$ cat config.mk
export PLATFORM = sky130hd
export DESIGN_NAME = multicycle_maindec
export DESIGN_NICKNAME = d
export VERILOG_FILES = /design/src/rtl/mips_pkg.sv /design/src/rtl/multicycle_maindec.sv
export SDC_FILE = /design/constraint.sdc
export NUM_CORES = 1
export LEC_CHECK = 0
export ABC_AREA = 1
export CAP_MARGIN = 20
export CORE_AREA = 4 4 41 43
export CTS_BUF_LIST = sky130_fd_sc_hd__clkbuf_2
export CTS_CLUSTER_DIAMETER = 80
export CTS_CLUSTER_SIZE = 25
export DETAILED_ROUTE_END_ITERATION = 16
export DIE_AREA = 0 0 45 47
export MAX_ROUTING_LAYER = met4
export PLACE_DENSITY = 0.69
export REMOVE_ABC_BUFFERS = 1
export SYNTH_ARGS = -nofsm -noshare
export SYNTH_HDL_FRONTEND = slang
export SYNTH_SLANG_ARGS = --single-unit
$ cat constraint.sdc
create_clock -name clk -period 1.75 [get_ports clk]
set_input_delay 0.525 -clock clk [delete_from_list [all_inputs] [get_ports clk]]
set_output_delay 0.525 -clock clk [all_outputs]
set_load 0.01 [all_outputs]
$ cat src/rtl/mips_pkg.sv
`default_nettype none
// ============================================================================
//  Module      : mips_pkg
//  Description : Shared definitions for the multicycle MIPS control path.
//                Holds the main-decoder state encoding, the opcode values
//                the decoder recognises and the 2-bit ALU class codes that
//                the main decoder and the ALU decoder both use.
//  Revision    : 1.0 - initial release
// ============================================================================
package mips_pkg;

  // Main decoder states. Thirteen states fit in 4 bits; the three spare
  // codes are treated as illegal and recover to S_FETCH.
  typedef enum logic [3:0] {
    S_FETCH   = 4'd0,
    S_DECODE  = 4'd1,
    S_MEMADR  = 4'd2,
    S_MEMRD   = 4'd3,
    S_MEMWB   = 4'd4,
    S_MEMWR   = 4'd5,
    S_EXECUTE = 4'd6,
    S_ALUWB   = 4'd7,
    S_BEQEX   = 4'd8,
    S_ADDIEX  = 4'd9,
    S_ORIEX   = 4'd10,
    S_IWB     = 4'd11,
    S_JEX     = 4'd12
  } state_t;

  // Opcode field instr[31:26]
  localparam logic [5:0] c_OP_RTYPE = 6'b000000;
  localparam logic [5:0] c_OP_LW    = 6'b100011;
  localparam logic [5:0] c_OP_SW    = 6'b101011;
  localparam logic [5:0] c_OP_BEQ   = 6'b000100;
  localparam logic [5:0] c_OP_ADDI  = 6'b001000;
  localparam logic [5:0] c_OP_ORI   = 6'b001101;
  localparam logic [5:0] c_OP_J     = 6'b000010;

  // ALU decoder class codes
  localparam logic [1:0] c_ALUOP_ADD   = 2'b00;
  localparam logic [1:0] c_ALUOP_SUB   = 2'b01;
  localparam logic [1:0] c_ALUOP_FUNCT = 2'b10;
  localparam logic [1:0] c_ALUOP_OR    = 2'b11;

  // ALU operand-B selects
  localparam logic [1:0] c_SRCB_REG   = 2'b00;
  localparam logic [1:0] c_SRCB_FOUR  = 2'b01;
  localparam logic [1:0] c_SRCB_IMM   = 2'b10;
  localparam logic [1:0] c_SRCB_IMMSH = 2'b11;

  // Next-PC selects
  localparam logic [1:0] c_PCSRC_ALU    = 2'b00;
  localparam logic [1:0] c_PCSRC_ALUOUT = 2'b01;
  localparam logic [1:0] c_PCSRC_JUMP   = 2'b10;

endpackage : mips_pkg
`default_nettype wire

$ cat src/rtl/multicycle_maindec.sv
`default_nettype none
// ============================================================================
//  Module      : multicycle_maindec
//  Description : Moore-style main decoder for a multicycle MIPS datapath.
//                Steps through fetch / decode / execute / memory / writeback
//                states and drives the datapath enables and mux selects
//                from the current state only.
//  Ports       : clk, reset        - clock, synchronous active-high reset
//                op[5:0]           - opcode from the instruction register
//                alu_op[1:0]       - class code to the ALU decoder
//                alu_src_a         - 0 = PC, 1 = register A
//                alu_src_b[1:0]    - B / 4 / ext imm / imm<<2
//                zero_ext          - 1 = zero-extend immediate
//                pc_src[1:0]       - ALU result / ALUOut / jump target
//                iord              - memory address select (1 = ALUOut)
//                ir_write, pc_write, branch, reg_dst, mem_to_reg,
//                reg_write, mem_write - datapath enables and selects
//  Revision    : 1.0 - initial release
// ============================================================================
module multicycle_maindec
  import mips_pkg::*;
(
  input  logic       clk,
  input  logic       reset,
  input  logic [5:0] op,
  output logic [1:0] alu_op,
  output logic       alu_src_a,
  output logic [1:0] alu_src_b,
  output logic       zero_ext,
  output logic [1:0] pc_src,
  output logic       iord,
  output logic       ir_write,
  output logic       pc_write,
  output logic       branch,
  output logic       reg_dst,
  output logic       mem_to_reg,
  output logic       reg_write,
  output logic       mem_write
);

  state_t r_state;
  state_t w_next_state;

  // State register
  always_ff @(posedge clk) begin
    if (reset) begin
      r_state <= S_FETCH;
    end else begin
      r_state <= w_next_state;
    end
  end

  // Next-state logic. op is only looked at in DECODE and MEMADR so the
  // instruction register may change freely in every other state.
  always_comb begin
    w_next_state = S_FETCH;
    case (r_state)
      S_FETCH: w_next_state = S_DECODE;
      S_DECODE: begin
        case (op)
          c_OP_LW, c_OP_SW: w_next_state = S_MEMADR;
          c_OP_RTYPE:       w_next_state = S_EXECUTE;
          c_OP_BEQ:         w_next_state = S_BEQEX;
          c_OP_ADDI:        w_next_state = S_ADDIEX;
          c_OP_ORI:         w_next_state = S_ORIEX;
          c_OP_J:           w_next_state = S_JEX;
          default:          w_next_state = S_FETCH;
        endcase
      end
      // Anything other than lw reaching here is taken as a store
      S_MEMADR:  w_next_state = (op == c_OP_LW) ? S_MEMRD : S_MEMWR;
      S_MEMRD:   w_next_state = S_MEMWB;
      S_EXECUTE: w_next_state = S_ALUWB;
      S_ADDIEX:  w_next_state = S_IWB;
      S_ORIEX:   w_next_state = S_IWB;
      S_MEMWB, S_MEMWR, S_ALUWB, S_IWB, S_BEQEX, S_JEX:
                 w_next_state = S_FETCH;
      // Spare encodings fall back to FETCH
      default:   w_next_state = S_FETCH;
    endcase
  end

  // Output decode (Moore: current state only)
  always_comb begin
    alu_op     = c_ALUOP_ADD;
    alu_src_a  = 1'b0;
    alu_src_b  = c_SRCB_REG;
    zero_ext   = 1'b0;
    pc_src     = c_PCSRC_ALU;
    iord       = 1'b0;
    ir_write   = 1'b0;
    pc_write   = 1'b0;
    branch     = 1'b0;
    reg_dst    = 1'b0;
    mem_to_reg = 1'b0;
    reg_write  = 1'b0;
    mem_write  = 1'b0;
    case (r_state)
      S_FETCH: begin
        ir_write  = 1'b1;
        pc_write  = 1'b1;
        alu_src_b = c_SRCB_FOUR;
        alu_op    = c_ALUOP_ADD;
      end
      S_DECODE: begin
        alu_src_b = c_SRCB_IMMSH;
        alu_op    = c_ALUOP_ADD;
      end
      S_MEMADR: begin
        alu_src_a = 1'b1;
        alu_src_b = c_SRCB_IMM;
      end
      S_MEMRD: begin
        iord = 1'b1;
      end
      S_MEMWB: begin
        mem_to_reg = 1'b1;
        reg_write  = 1'b1;
      end
      S_MEMWR: begin
        iord      = 1'b1;
        mem_write = 1'b1;
      end
      S_EXECUTE: begin
        alu_src_a = 1'b1;
        alu_op    = c_ALUOP_FUNCT;
      end
      S_ALUWB: begin
        reg_dst   = 1'b1;
        reg_write = 1'b1;
      end
      S_BEQEX: begin
        alu_src_a = 1'b1;
        alu_op    = c_ALUOP_SUB;
        pc_src    = c_PCSRC_ALUOUT;
        branch    = 1'b1;
      end
      S_ADDIEX: begin
        alu_src_a = 1'b1;
        alu_src_b = c_SRCB_IMM;
        alu_op    = c_ALUOP_ADD;
      end
      S_ORIEX: begin
        alu_src_a = 1'b1;
        alu_src_b = c_SRCB_IMM;
        zero_ext  = 1'b1;
        alu_op    = c_ALUOP_OR;
      end
      S_IWB: begin
        reg_write = 1'b1;
      end
      S_JEX: begin
        pc_src   = c_PCSRC_JUMP;
        pc_write = 1'b1;
      end
      default: begin
      end
    endcase
  end

endmodule : multicycle_maindec
`default_nettype wire
Yosys cells after proc, flatten, opt, wreduce, memory -nomap -nowiden
Cells that the tools add are included.

Flip-flop bits (word level): 4.

Eq/ne operators: 18. Multiplexer cells: 16. Reductions and logical operators: 9.

Operators by type and width (number): one-hot mux 4 bit (6 select lines) (2); == test 4 bit, second input constant (5); == test 4 x 3 -> 1 bit, second input constant (4); == test 6 x 4 -> 1 bit, second input constant (2); == test 6 bit, second input constant (2); one-hot mux 2 bit (3 select lines) (2); 2-to-1 mux 1 bit (10); == test 4 x 2 -> 1 bit, second input constant (2); OR reduction 2 bit (4); == test 6 x 2 -> 1 bit, second input constant (1); == test 6 x 3 -> 1 bit, second input constant (1); zero test 6 bit (1); OR reduction 3 bit (2); OR reduction 5 bit (1); == test 4 x 1 -> 1 bit, second input constant (1); zero test 4 bit (1); one-hot mux 2 bit (2 select lines) (1); 2-to-1 mux 3 bit (1).

Longest topological paths before layout
Gate-level depths: netlist of the first run.

Depth in word-level cells: 4. Depth in mapped cells: 9. Mapped depth without buffers: 9.

Least setup slack after synthesis of the first run
OpenSTA, ideal clock, no wires.

Kind: register -> output. Start point: reg r_state[3]. End point: out pc_src[0]. Arrival: 1041 ps. Required time: 1225 ps. Path slack: 184 ps. Stages on the path, launching flop included: 6. Path buffers: 1. Cells stage by stage: dfxtp_1 inv_1 nor2_1 inv_1 nor2_1 buf_4.

Cells in the longest elaborated chain, start to end: 2.

RTL lines: start, declared (RTL line multicycle_maindec.sv:41) `state_t r_state;`; start signal, assigned (RTL line multicycle_maindec.sv:49) `r_state <= w_next_state;`; == test 4 bit (RTL line multicycle_maindec.sv:98) `case (r_state)`; one-hot mux 2 bit (2 select lines) (*) (RTL line multicycle_maindec.sv:98); end, declared (RTL line multicycle_maindec.sv:30) `output logic [1:0] pc_src,`.

Mark *: on every way between the ends. The rest lies on a longest branch, timed or not.

Final worst setup path of the first run
Start point: reg r_state[2]. End point: out alu_src_a.

Cells in the longest elaborated chain, start to end: 3.

RTL lines: == test 4 bit, or another cell as far along (RTL line multicycle_maindec.sv:98); OR reduction 5 bit (no line) (*); 2-to-1 mux 1 bit (*) (RTL line multicycle_maindec.sv:98); end, declared (RTL line multicycle_maindec.sv:27) `output logic alu_src_a,`.

Marked as above.

==> run_results.csv, run 1 <==
group,metric,value,unit
logic_synthesis,combinational_family_with_the_most_area_after_synthesis,"simple AND/OR/NAND/NOR gates",
sta,fin_hold_ws,739,ps
detailed_routing,detail_route.wl_per_cell,10.0,um
logic_synthesis,synth_cell_types,13,
pwr,power.switching,0.0000941,W
global_routing,vias_in_the_first_global_route,570,
logic_synthesis,yosysTopAreaCellShare,19.8,%
clocking,cts_buffers,3,
layout,finalCoreUtilization,58.2,%
clocking,clk_transition_reported_paths,40,ps
setup_path,endpoint_kind,"primary output",
floorplanning,initial_util,34.9,%
job,drv.max_cap_violation_count,0,
detailed_routing,drc_errors,0,
clocking,postCtsSetupBuffers,0,
layout,top_register,"r_state",
logic_synthesis,synth_compound_gate_area_share,11.0,%
floorplanning,core_area,0.00130,sq mm
outcome,outcome,"finished, final reports clean",
pwr,power_density,369,mW/mm^2
sta,fmax,0.586,GHz
floorplanning,rows,13,
global_routing,grt.total_usage,14.4,%
global_routing,first_pass_grt_wire_length,2.19,mm
setup_path,cp.arrival,1180,ps
clocking,clock-sinks,4,
pwr,internal_power,0.000186,W
logic_synthesis,synth.cell_area,454,sq um
sta,timing_max_transition_violations_final,0,
pwr,clock_power_share,27.9,%
logic_synthesis,yosys-mux-area-fraction,0,%
detailed_routing,postRouteAntennaNets,0,
setup_path,worst_setup_path_start_kind,"register",
logic_synthesis,seq_area_frac_synth,17.6,%
pwr,total_leakage_power,0.418,nW
layout,post_route_cells_drive_above_1_share,41.6,%
pwr,power.combinational.fraction,38.0,%
setup_path,crit_type,"reg -> out",
placement,portBuffers,23,
layout,reg_top3,"r_state: 4 flops",
sta,final_hold_violation_count,0,
sta,worst_pin_slew,246,ps
clocking,cts_root_buf,"clkbuf_2",
floorplanning,design.die.area,0.00212,sq mm
layout,largest_reg_flops,4,
detailed_routing,vias,660,
logic_synthesis,ys_ff_latch,4,
sta,final.setup_skew,0.889,ps
pwr,worst_ir_drop_vdd,282,uV
layout,design.final.nets,135,
logic_synthesis,fraction_of_the_mapped_netlist_area_in_simple_logic_gates,54.0,%
sta,period_share,97.4,%
placement,gp_congestion,0.822,
logic_synthesis,syn-instance-count,90,
pwr,pwr-share-seq,34.2,%
floorplanning,die_x,45,um
layout,most_frequent_cells_in_the_layout,"nor2_1, inv_1, nand2_1",
logic_synthesis,cell_taking_the_most_area_after_synthesis,"nor2_1",
logic_synthesis,synthTopCellsByArea,"nor2_1, dfxtp_1, inv_1",
floorplanning,top_level_ports,24,
sta,maxSlewHeadroom,83.5,%
pwr,sw_frac_of_total,33.6,%
setup_path,data_required_time_of_the_critical_path,1220,ps
clocking,holdBufCountCts,0,
sta,finalSetupViolations,0,
logic_synthesis,post_synth_xor_area_fraction,0,%
detailed_routing,postRouteWirelength,1.40,mm
global_routing,grt_max_degree,7,
clocking,ctsLongestPathBuffers,2,
setup_path,biggest_fanout_along_the_worst_timing_path,5,
logic_synthesis,synth-adder-area-share,0,%
detailed_routing,drt-pass1-iter-count,4,
clocking,clkLatencyLatePin,200,ps
logic_synthesis,syn_area_per_cell,5.05,sq um
clocking,htree_levels,1,
layout,layout_commonest_cell,"nor2_1",
detailed_routing,detailedRoute.firstIterationViolations,13,
global_routing,initial_antenna_violation_count,0,
detailed_routing,detail_route.vias_per_cell,4.71,
logic_synthesis,yosys_warnings,0,
layout,area_delta_synth_final,66.7,%
sta,min_period,1710,ps
clocking,tritoncts,"yes",
global_routing,overflow,0,
sta,grt_setup_unrepaired,"yes",
worst_hold_path,hold_class,"reg -> reg",
placement,dp_hpwl,1.14,mm
layout,num_antenna_cells,0,
floorplanning,die_y,47,um
kinds of logic after synthesis:
kind of cell	after synthesis
simple gates	56
buf+inv	20
compound gates	10
flops	4
path summary, 6_finish.rpt:
kind	startpoint	end	slack, ps	cells past startpoint
worst max-delay path	r_state[2]$_SDFF_PP0_	alu_src_a	40	7
worst min-delay path	r_state[2]$_SDFF_PP0_	r_state[3]$_SDFF_PP0_	740	4
worst max register to register	r_state[2]$_SDFF_PP0_	r_state[1]$_SDFF_PP0_	530	8
worst min register to register	r_state[2]$_SDFF_PP0_	r_state[3]$_SDFF_PP0_	740	4
stage by stage:
step	area, sq um	worst slack (ps)	instances	total power [W]	setup TNS (ps)
detailed placement	771	-209	137	0.000212	-2250
CTS	788	-12.5	140	0.000286	-12.5
global route	757	-50.0	140	0.000300	-96.3
global placement	771	-185	137	0.000211	-1860
finish	757	44.9	140	0.000280	0
floorplan	447	261	89	0.000150	0
critical path, stage by stage, from the launching register on:
cell and delay, ps:
dfxtp_4 390, inv_2 40, nor2_2 150, nand2_2 90, nand2_2 80, nor2_2 40
o21ai_1 60, buf_2 140
metal layers:
layer  wire length [um]  vias to the layer above  part of all wire [%]  track usage (%)
met5                  0                        -                     0                -
met4                 11                        0                  0.79             6.43
met3                 86                        2                   6.1             2.68
met2                715                       19                    51             24.0
met1                587                      293                    42             16.8
li1                   -                      346                     -                -
cell type report:
cell class,instances,area (sq um)
flip-flops and latches,4,92.6
inverters,19,71.3
multi-input cells,66,324
well taps,15,18.8
clock buffers,3,15.0
repair buffers,33,235
fillers,147,544
power by group through the flow:
stage           clock, W  sequential (W)  combinational [W]
4_1_cts        0.0000828       0.0000962           0.000107
3_3_place_gp           0       0.0000991           0.000112
6_report       0.0000779       0.0000955           0.000106
2_1_floorplan          0        0.000101          0.0000490
3_5_place_dp           0       0.0000993           0.000113
5_1_grt        0.0000871       0.0000957           0.000117
cells in the mapped netlist (all sizes together):
cell and n:
a21oi 6, inv 19, dfxtp 4, o21ai 4, nor3 2, nand3 10, buf 1, nand2 17
nor2 27
what timing repair did:
item / 4_1_cts / 5_1_grt
hold endpoints to repair: 0 / 0
pin swaps: 0 / 3
endpoints found under the setup margin: 16 / 12
gates resized for setup: 58 / 17
(Power assumes the default switching activity.)
==> run 2: changes to the inputs <==
Settings changed: TNS_END_PERCENT set to 30.
==> run 2 against run 1 <==
Critical path depth is the same. Sequential power about the same. Clock power barely moved. Register-to-register slack barely moved. Sequential share of layout area increased by 0.16 points. Via count down 0.30%. Flip-flop and latch count stayed put. Non-clock buffer count unchanged. Worst hold slack worse by 7.7 ps. Core utilization down 0.77 points. Worst setup slack improved by 1.7 ps. Critical path type unchanged. Largest cell class unchanged. Largest power group unchanged.
==> run_results.csv, run 2 (same netlist as run 1, synthesis figures left out) <==
group,metric,value,unit
layout,post_route_cells_drive_above_1_share,40.8,%
detailed_routing,detailedRoute.firstIterationViolations,11,
setup_path,data_required_time_of_the_critical_path,1220,ps
placement,portBuffers,23,
pwr,power_density,373,mW/mm^2
floorplanning,initial_util,34.9,%
setup_path,r2r_cells,8,
detailed_routing,drt-pass1-iter-count,4,
floorplanning,rows,13,
placement,detailed_place.area,771,sq um
worst_hold_path,hold_class,"reg -> reg",
clocking,cts_buffers,3,
detailed_routing,vias,658,
detailed_routing,detail_route.vias_per_cell,4.70,
detailed_routing,drc_errors,0,
setup_path,setup.worst_path.start,"r_state[2]$_SDFF_PP0_",
sta,fmax,0.587,GHz
sta,final_hold_violation_count,0,
layout,layout_commonest_cell,"nor2_1",
clocking,clk_transition_reported_paths,40,ps
worst_hold_path,worst_hold_startpoint,"r_state[2]$_SDFF_PP0_",
layout,design.final.nets,135,
clocking,clkLatencyLatePin,200,ps
layout,seq_area,92.6,sq um
detailed_routing,postRouteWirelength,1.39,mm
global_routing,grt_max_degree,7,
floorplanning,die_y,47,um
layout,reg_top3,"r_state: 4 flops",
setup_path,reg2reg_to,"r_state[1]$_SDFF_PP0_",
placement,gp_congestion,0.822,
layout,num_antenna_cells,0,
global_routing,grt.total_usage,14.4,%
sta,timing_max_transition_violations_final,0,
placement,dp_hpwl,1.14,mm
sta,final.setup_skew,0.889,ps
global_routing,overflow,0,
floorplanning,design.die.area,0.00212,sq mm
worst_hold_path,holdPathEnd,"r_state[3]$_SDFF_PP0_",
setup_path,setup.reg_to_reg.worst_slack,540,ps
clocking,ctsLongestPathBuffers,2,
sta,final.setup.tns,0,ps
setup_path,biggest_fanout_along_the_worst_timing_path,5,
floorplanning,core_area,0.00130,sq mm
outcome,outcome,"finished, final reports clean",
setup_path,crit_type,"reg -> out",
sta,period_share,97.3,%
setup_path,endpoint_kind,"primary output",
layout,most_frequent_cells_in_the_layout,"nor2_1, inv_1, nand2_1",
sta,maxSlewHeadroom,83.5,%
layout,multi_input_comb_area,320,sq um
layout,final_area,747,sq um
worst_hold_path,holdPathStages,4,
setup_path,worstReg2RegStart,"r_state[2]$_SDFF_PP0_",
clocking,tritoncts,"yes",
setup_path,worst_setup_path_start_kind,"register",
global_routing,first_pass_grt_wire_length,2.19,mm
layout,finalCoreUtilization,57.4,%
pwr,total_leakage_power,0.418,nW
detailed_routing,postRouteAntennaNets,0,
global_routing,vias_in_the_first_global_route,570,
layout,area_delta_synth_final,64.5,%
floorplanning,top_level_ports,24,
floorplanning,die_x,45,um
layout,top_register,"r_state",
clocking,clock-sinks,4,
global_routing,initial_antenna_violation_count,0,
clocking,htree_levels,1,
job,drv.max_cap_violation_count,0,
sta,grt_setup_unrepaired,"yes",
layout,stdcell_count,140,
clocking,cts_root_buf,"clkbuf_2",
layout,n_fill_cell,145,
layout,largest_reg_flops,4,
sta,worst_pin_slew,246,ps
sta,finalSetupViolations,0,
setup_path,cp.arrival,1180,ps
detailed_routing,detail_route.wl_per_cell,9.93,um
sta,min_period,1700,ps
placement,place.detailed.instances,137,
pwr,worst_ir_drop_vdd,272,uV
## run 2: changes by cell type in the layout (fill, tap and decap cells not counted), sizes merged
cell / change
buf: +1
clkdlybuf4s15: -1
## run 2: power by group
group          internal (W)  switching (W)  total (W)  leakage [nW]
sequential        0.0000915     0.00000399  0.0000955        0.0352
combinational     0.0000480      0.0000575   0.000106         0.371
clock             0.0000460      0.0000319  0.0000779        0.0125
total              0.000185      0.0000934   0.000279         0.418
## run 2: how the worst max path moves through the flow
stage               cells past startpoint  slack (ps)        end
floorplan                               4         260     branch
global placement                        7        -180  alu_src_a
detailed placement                      5        -210     branch
CTS                                     5         -20  alu_op[1]
global route                            7         -40  alu_src_a
finish                                  7          50  alu_src_a
## run 2: routing by layer
| layer | GRT usage [%] | routed length (um) | vias up |
|---|---|---|---|
| met3 | 2.68 | 75 | 2 |
| met5 | - | 0 | - |
| met1 | 16.8 | 591 | 292 |
| li1 | - | - | 345 |
| met4 | 6.43 | 11 | 0 |
| met2 | 24.0 | 711 | 19 |
## run 2: cell type report
cell class	count	share of cell area, %
multi-input combinational	66	42.9
timing repair buffer	33	30.7
sequential	4	12.4
inverter	19	9.55
tap	15	2.51
clock buffer	3	2.01
## run 2: critical path: stages, from the launching register on
cell and delay, ps:
dfxtp_4 390, inv_2 40, nor2_2 150, nand2_2 90, nand2_2 80, nor2_2 40
o21ai_1 60, buf_2 140
## run 2: stage by stage
step           setup WS (ps)  total power (W)  hold slack [ps]
2_1_floorplan            261         0.000150              589
3_3_place_gp            -185         0.000211              719
3_5_place_dp            -209         0.000212              718
4_1_cts                -20.3         0.000285              731
5_1_grt                -43.1         0.000299              761
6_report                46.6         0.000279              731
## run 2: repair_timing
item | 4_1_cts | 5_1_grt
hold buffers | 0 | 0
endpoints found under the setup margin | 16 | 10
resized for setup | 58 | 17
buffers inserted | 0 | 0
pin swaps | 0 | 3
==> run 3: changes to the inputs <==
Clock period 1.75 ns to 1.7 ns, I/O delays scaled along.
==> run 3 against run 2 <==
Cell area rose by 3.5%. Die area did not move. Combinational power rose by 7%. Core utilization rose by 2.0 points. Non-clock buffer count rose by 1. Routed wire length fell by 2.8%. Global-route usage fell by 0.72 points. Count of clock-buffer cells in the layout did not move. Register-to-register slack got worse by 20 ps. Clock skew barely moved. Cell count rose by 0.71%. Clock power rose by 2%.
==> run_results.csv, run 3 (same netlist as run 1, synthesis figures left out) <==
group,metric,value,unit
outcome,outcome,"finished, final reports clean",
layout,design.final.nets,136,
layout,n_fill_cell,141,
detailed_routing,m1WireLength,598,um
detailed_routing,drc_errors,0,
setup_path,setup.reg_to_reg.worst_slack,520,ps
placement,detailed_place.area,778,sq um
detailed_routing,detail_route.wl_per_cell,9.58,um
layout,most_frequent_cells_in_the_layout,"nor2_1, inv_1, nand2_1, buf_4",
pwr,power_density,375,mW/mm^2
clocking,ctsLongestPathBuffers,2,
global_routing,initial_antenna_violation_count,0,
sta,grt_setup_unrepaired,"yes",
floorplanning,core_area,0.00130,sq mm
sta,fmax,0.596,GHz
global_routing,first_pass_grt_wire_length,2.08,mm
sta,maxSlewHeadroom,83.8,%
worst_hold_path,holdPathStages,4,
sta,worst_pin_slew,242,ps
layout,num_antenna_cells,0,
clocking,clock-sinks,4,
floorplanning,design.die.area,0.00212,sq mm
detailed_routing,postRouteWirelength,1.35,mm
layout,area_delta_synth_final,70.2,%
setup_path,worstReg2RegStart,"r_state[2]$_SDFF_PP0_",
setup_path,cp.arrival,1170,ps
detailed_routing,vias,653,
clocking,cts_root_buf,"clkbuf_2",
detailed_routing,detailedRoute.firstIterationViolations,17,
setup_path,worst_setup_path_start_kind,"register",
clocking,htree_levels,1,
placement,dp_hpwl,1.17,mm
floorplanning,rows,13,
clocking,holdBufCountCts,0,
sta,min_period,1680,ps
layout,layout_commonest_cell,"nor2_1",
detailed_routing,met3_wirelength,85,um
floorplanning,top_level_ports,24,
worst_hold_path,worst_hold_startpoint,"r_state[2]$_SDFF_PP0_",
detailed_routing,detail_route.vias_per_cell,4.63,
setup_path,biggest_fanout_along_the_worst_timing_path,5,
layout,top_register,"r_state",
detailed_routing,wl_met2,667,um
global_routing,grt_max_degree,7,
sta,period_share,98.7,%
setup_path,crit_type,"reg -> out",
layout,finalCoreUtilization,59.4,%
sta,setup_ws,22.4,ps
layout,reg_top3,"r_state: 4 flops",
placement,gp_congestion,0.833,
worst_hold_path,holdPathEnd,"r_state[3]$_SDFF_PP0_",
floorplanning,die_x,45,um
clocking,postCtsSetupBuffers,0,
worst_hold_path,hold_class,"reg -> reg",
clocking,clkLatencyLatePin,190,ps
setup_path,data_required_time_of_the_critical_path,1190,ps
global_routing,overflow,0,
sta,timing_max_transition_violations_final,0,
pwr,total_leakage_power,0.429,nW
clocking,cts_buffers,3,
layout,largest_reg_flops,4,
placement,portBuffers,23,
clocking,clk_transition_reported_paths,40,ps
setup_path,endpoint_kind,"primary output",
detailed_routing,drt-pass1-iter-count,4,
setup_path,r2r_cells,8,
layout,post_route_cells_drive_above_1_share,43.7,%
sta,finalSetupViolations,0,
clocking,tritoncts,"yes",
job,drv.max_cap_violation_count,0,
placement,place_worst_setup_slack,-249,ps
pwr,worst_ir_drop_vdd,337,uV
floorplanning,initial_util,34.9,%
layout,final_area,773,sq um
global_routing,vias_in_the_first_global_route,551,
sta,final.setup_skew,1.17,ps
sta,final_hold_violation_count,0,
setup_path,reg2reg_to,"r_state[1]$_SDFF_PP0_",
floorplanning,die_y,47,um
detailed_routing,postRouteAntennaNets,0,
global_routing,grt.total_usage,13.7,%
detailed_routing,maxUsedRoutingLayer,"met3",
## run 3: worst max path at each step
stage	from	endpoint	cells after the start
finish	r_state[0]$_SDFF_PP0_	alu_src_a	8
global route	r_state[0]$_SDFF_PP0_	alu_src_a	8
CTS	r_state[2]$_SDFF_PP0_	alu_src_b[0]	4
detailed placement	r_state[3]$_SDFF_PP0_	alu_op[1]	5
global placement	r_state[3]$_SDFF_PP0_	alu_src_a	7
floorplan	r_state[3]$_SDFF_PP0_	branch	4
## run 3: final cells by class
| type | instances | area [sq um] | area share (%) |
|---|---|---|---|
| Timing Repair Buffer | 34 | 240 | 31.1 |
| Clock buffer | 3 | 15.0 | 1.94 |
| Inverter | 19 | 71.3 | 9.22 |
| Sequential cell | 4 | 92.6 | 12.0 |
| Multi-Input combinational cell | 66 | 335 | 43.4 |
| Tap cell | 15 | 18.8 | 2.43 |
## run 3: routing by layer
layer	GRT usage, %	up-vias
li1	-	351
met1	16.1	287
met2	22.6	15
met3	3.07	0
met4	5.26	0
met5	-	-
## run 3: per-stage QoR
stage | power [W] | cells | TNS [ps] | hold WS, ps
5_1_grt | 0.000315 | 141 | -83.2 | 761
4_1_cts | 0.000300 | 141 | -366 | 704
6_report | 0.000290 | 141 | 0 | 710
3_3_place_gp | 0.000219 | 138 | -2410 | 719
3_5_place_dp | 0.000220 | 138 | -2770 | 720
2_1_floorplan | 0.000154 | 89 | 0 | 579
## run 3: report_power, final
group / internal (W) / total (W) / leakage (nW) / switching [W]
sequential: 0.0000941 / 0.0000982 / 0.0352 / 0.00000408
combinational: 0.0000523 / 0.000113 / 0.381 / 0.0000604
clock: 0.0000474 / 0.0000795 / 0.0125 / 0.0000321
## run 3: worst max-delay path, cell delays in order, from the launching register on
cell	delay, ps
dfxtp_2	340
inv_2	60
nand2_4	90
nand2_2	70
nand2_2	70
nand2_2	60
nor2_2	90
o21ai_1	70
buf_2	140
## run 3: what timing repair did
action	4_1_cts	5_1_grt
resized for setup	55	23
setup endpoints to repair	16	15
endpoints found under the hold margin	0	0
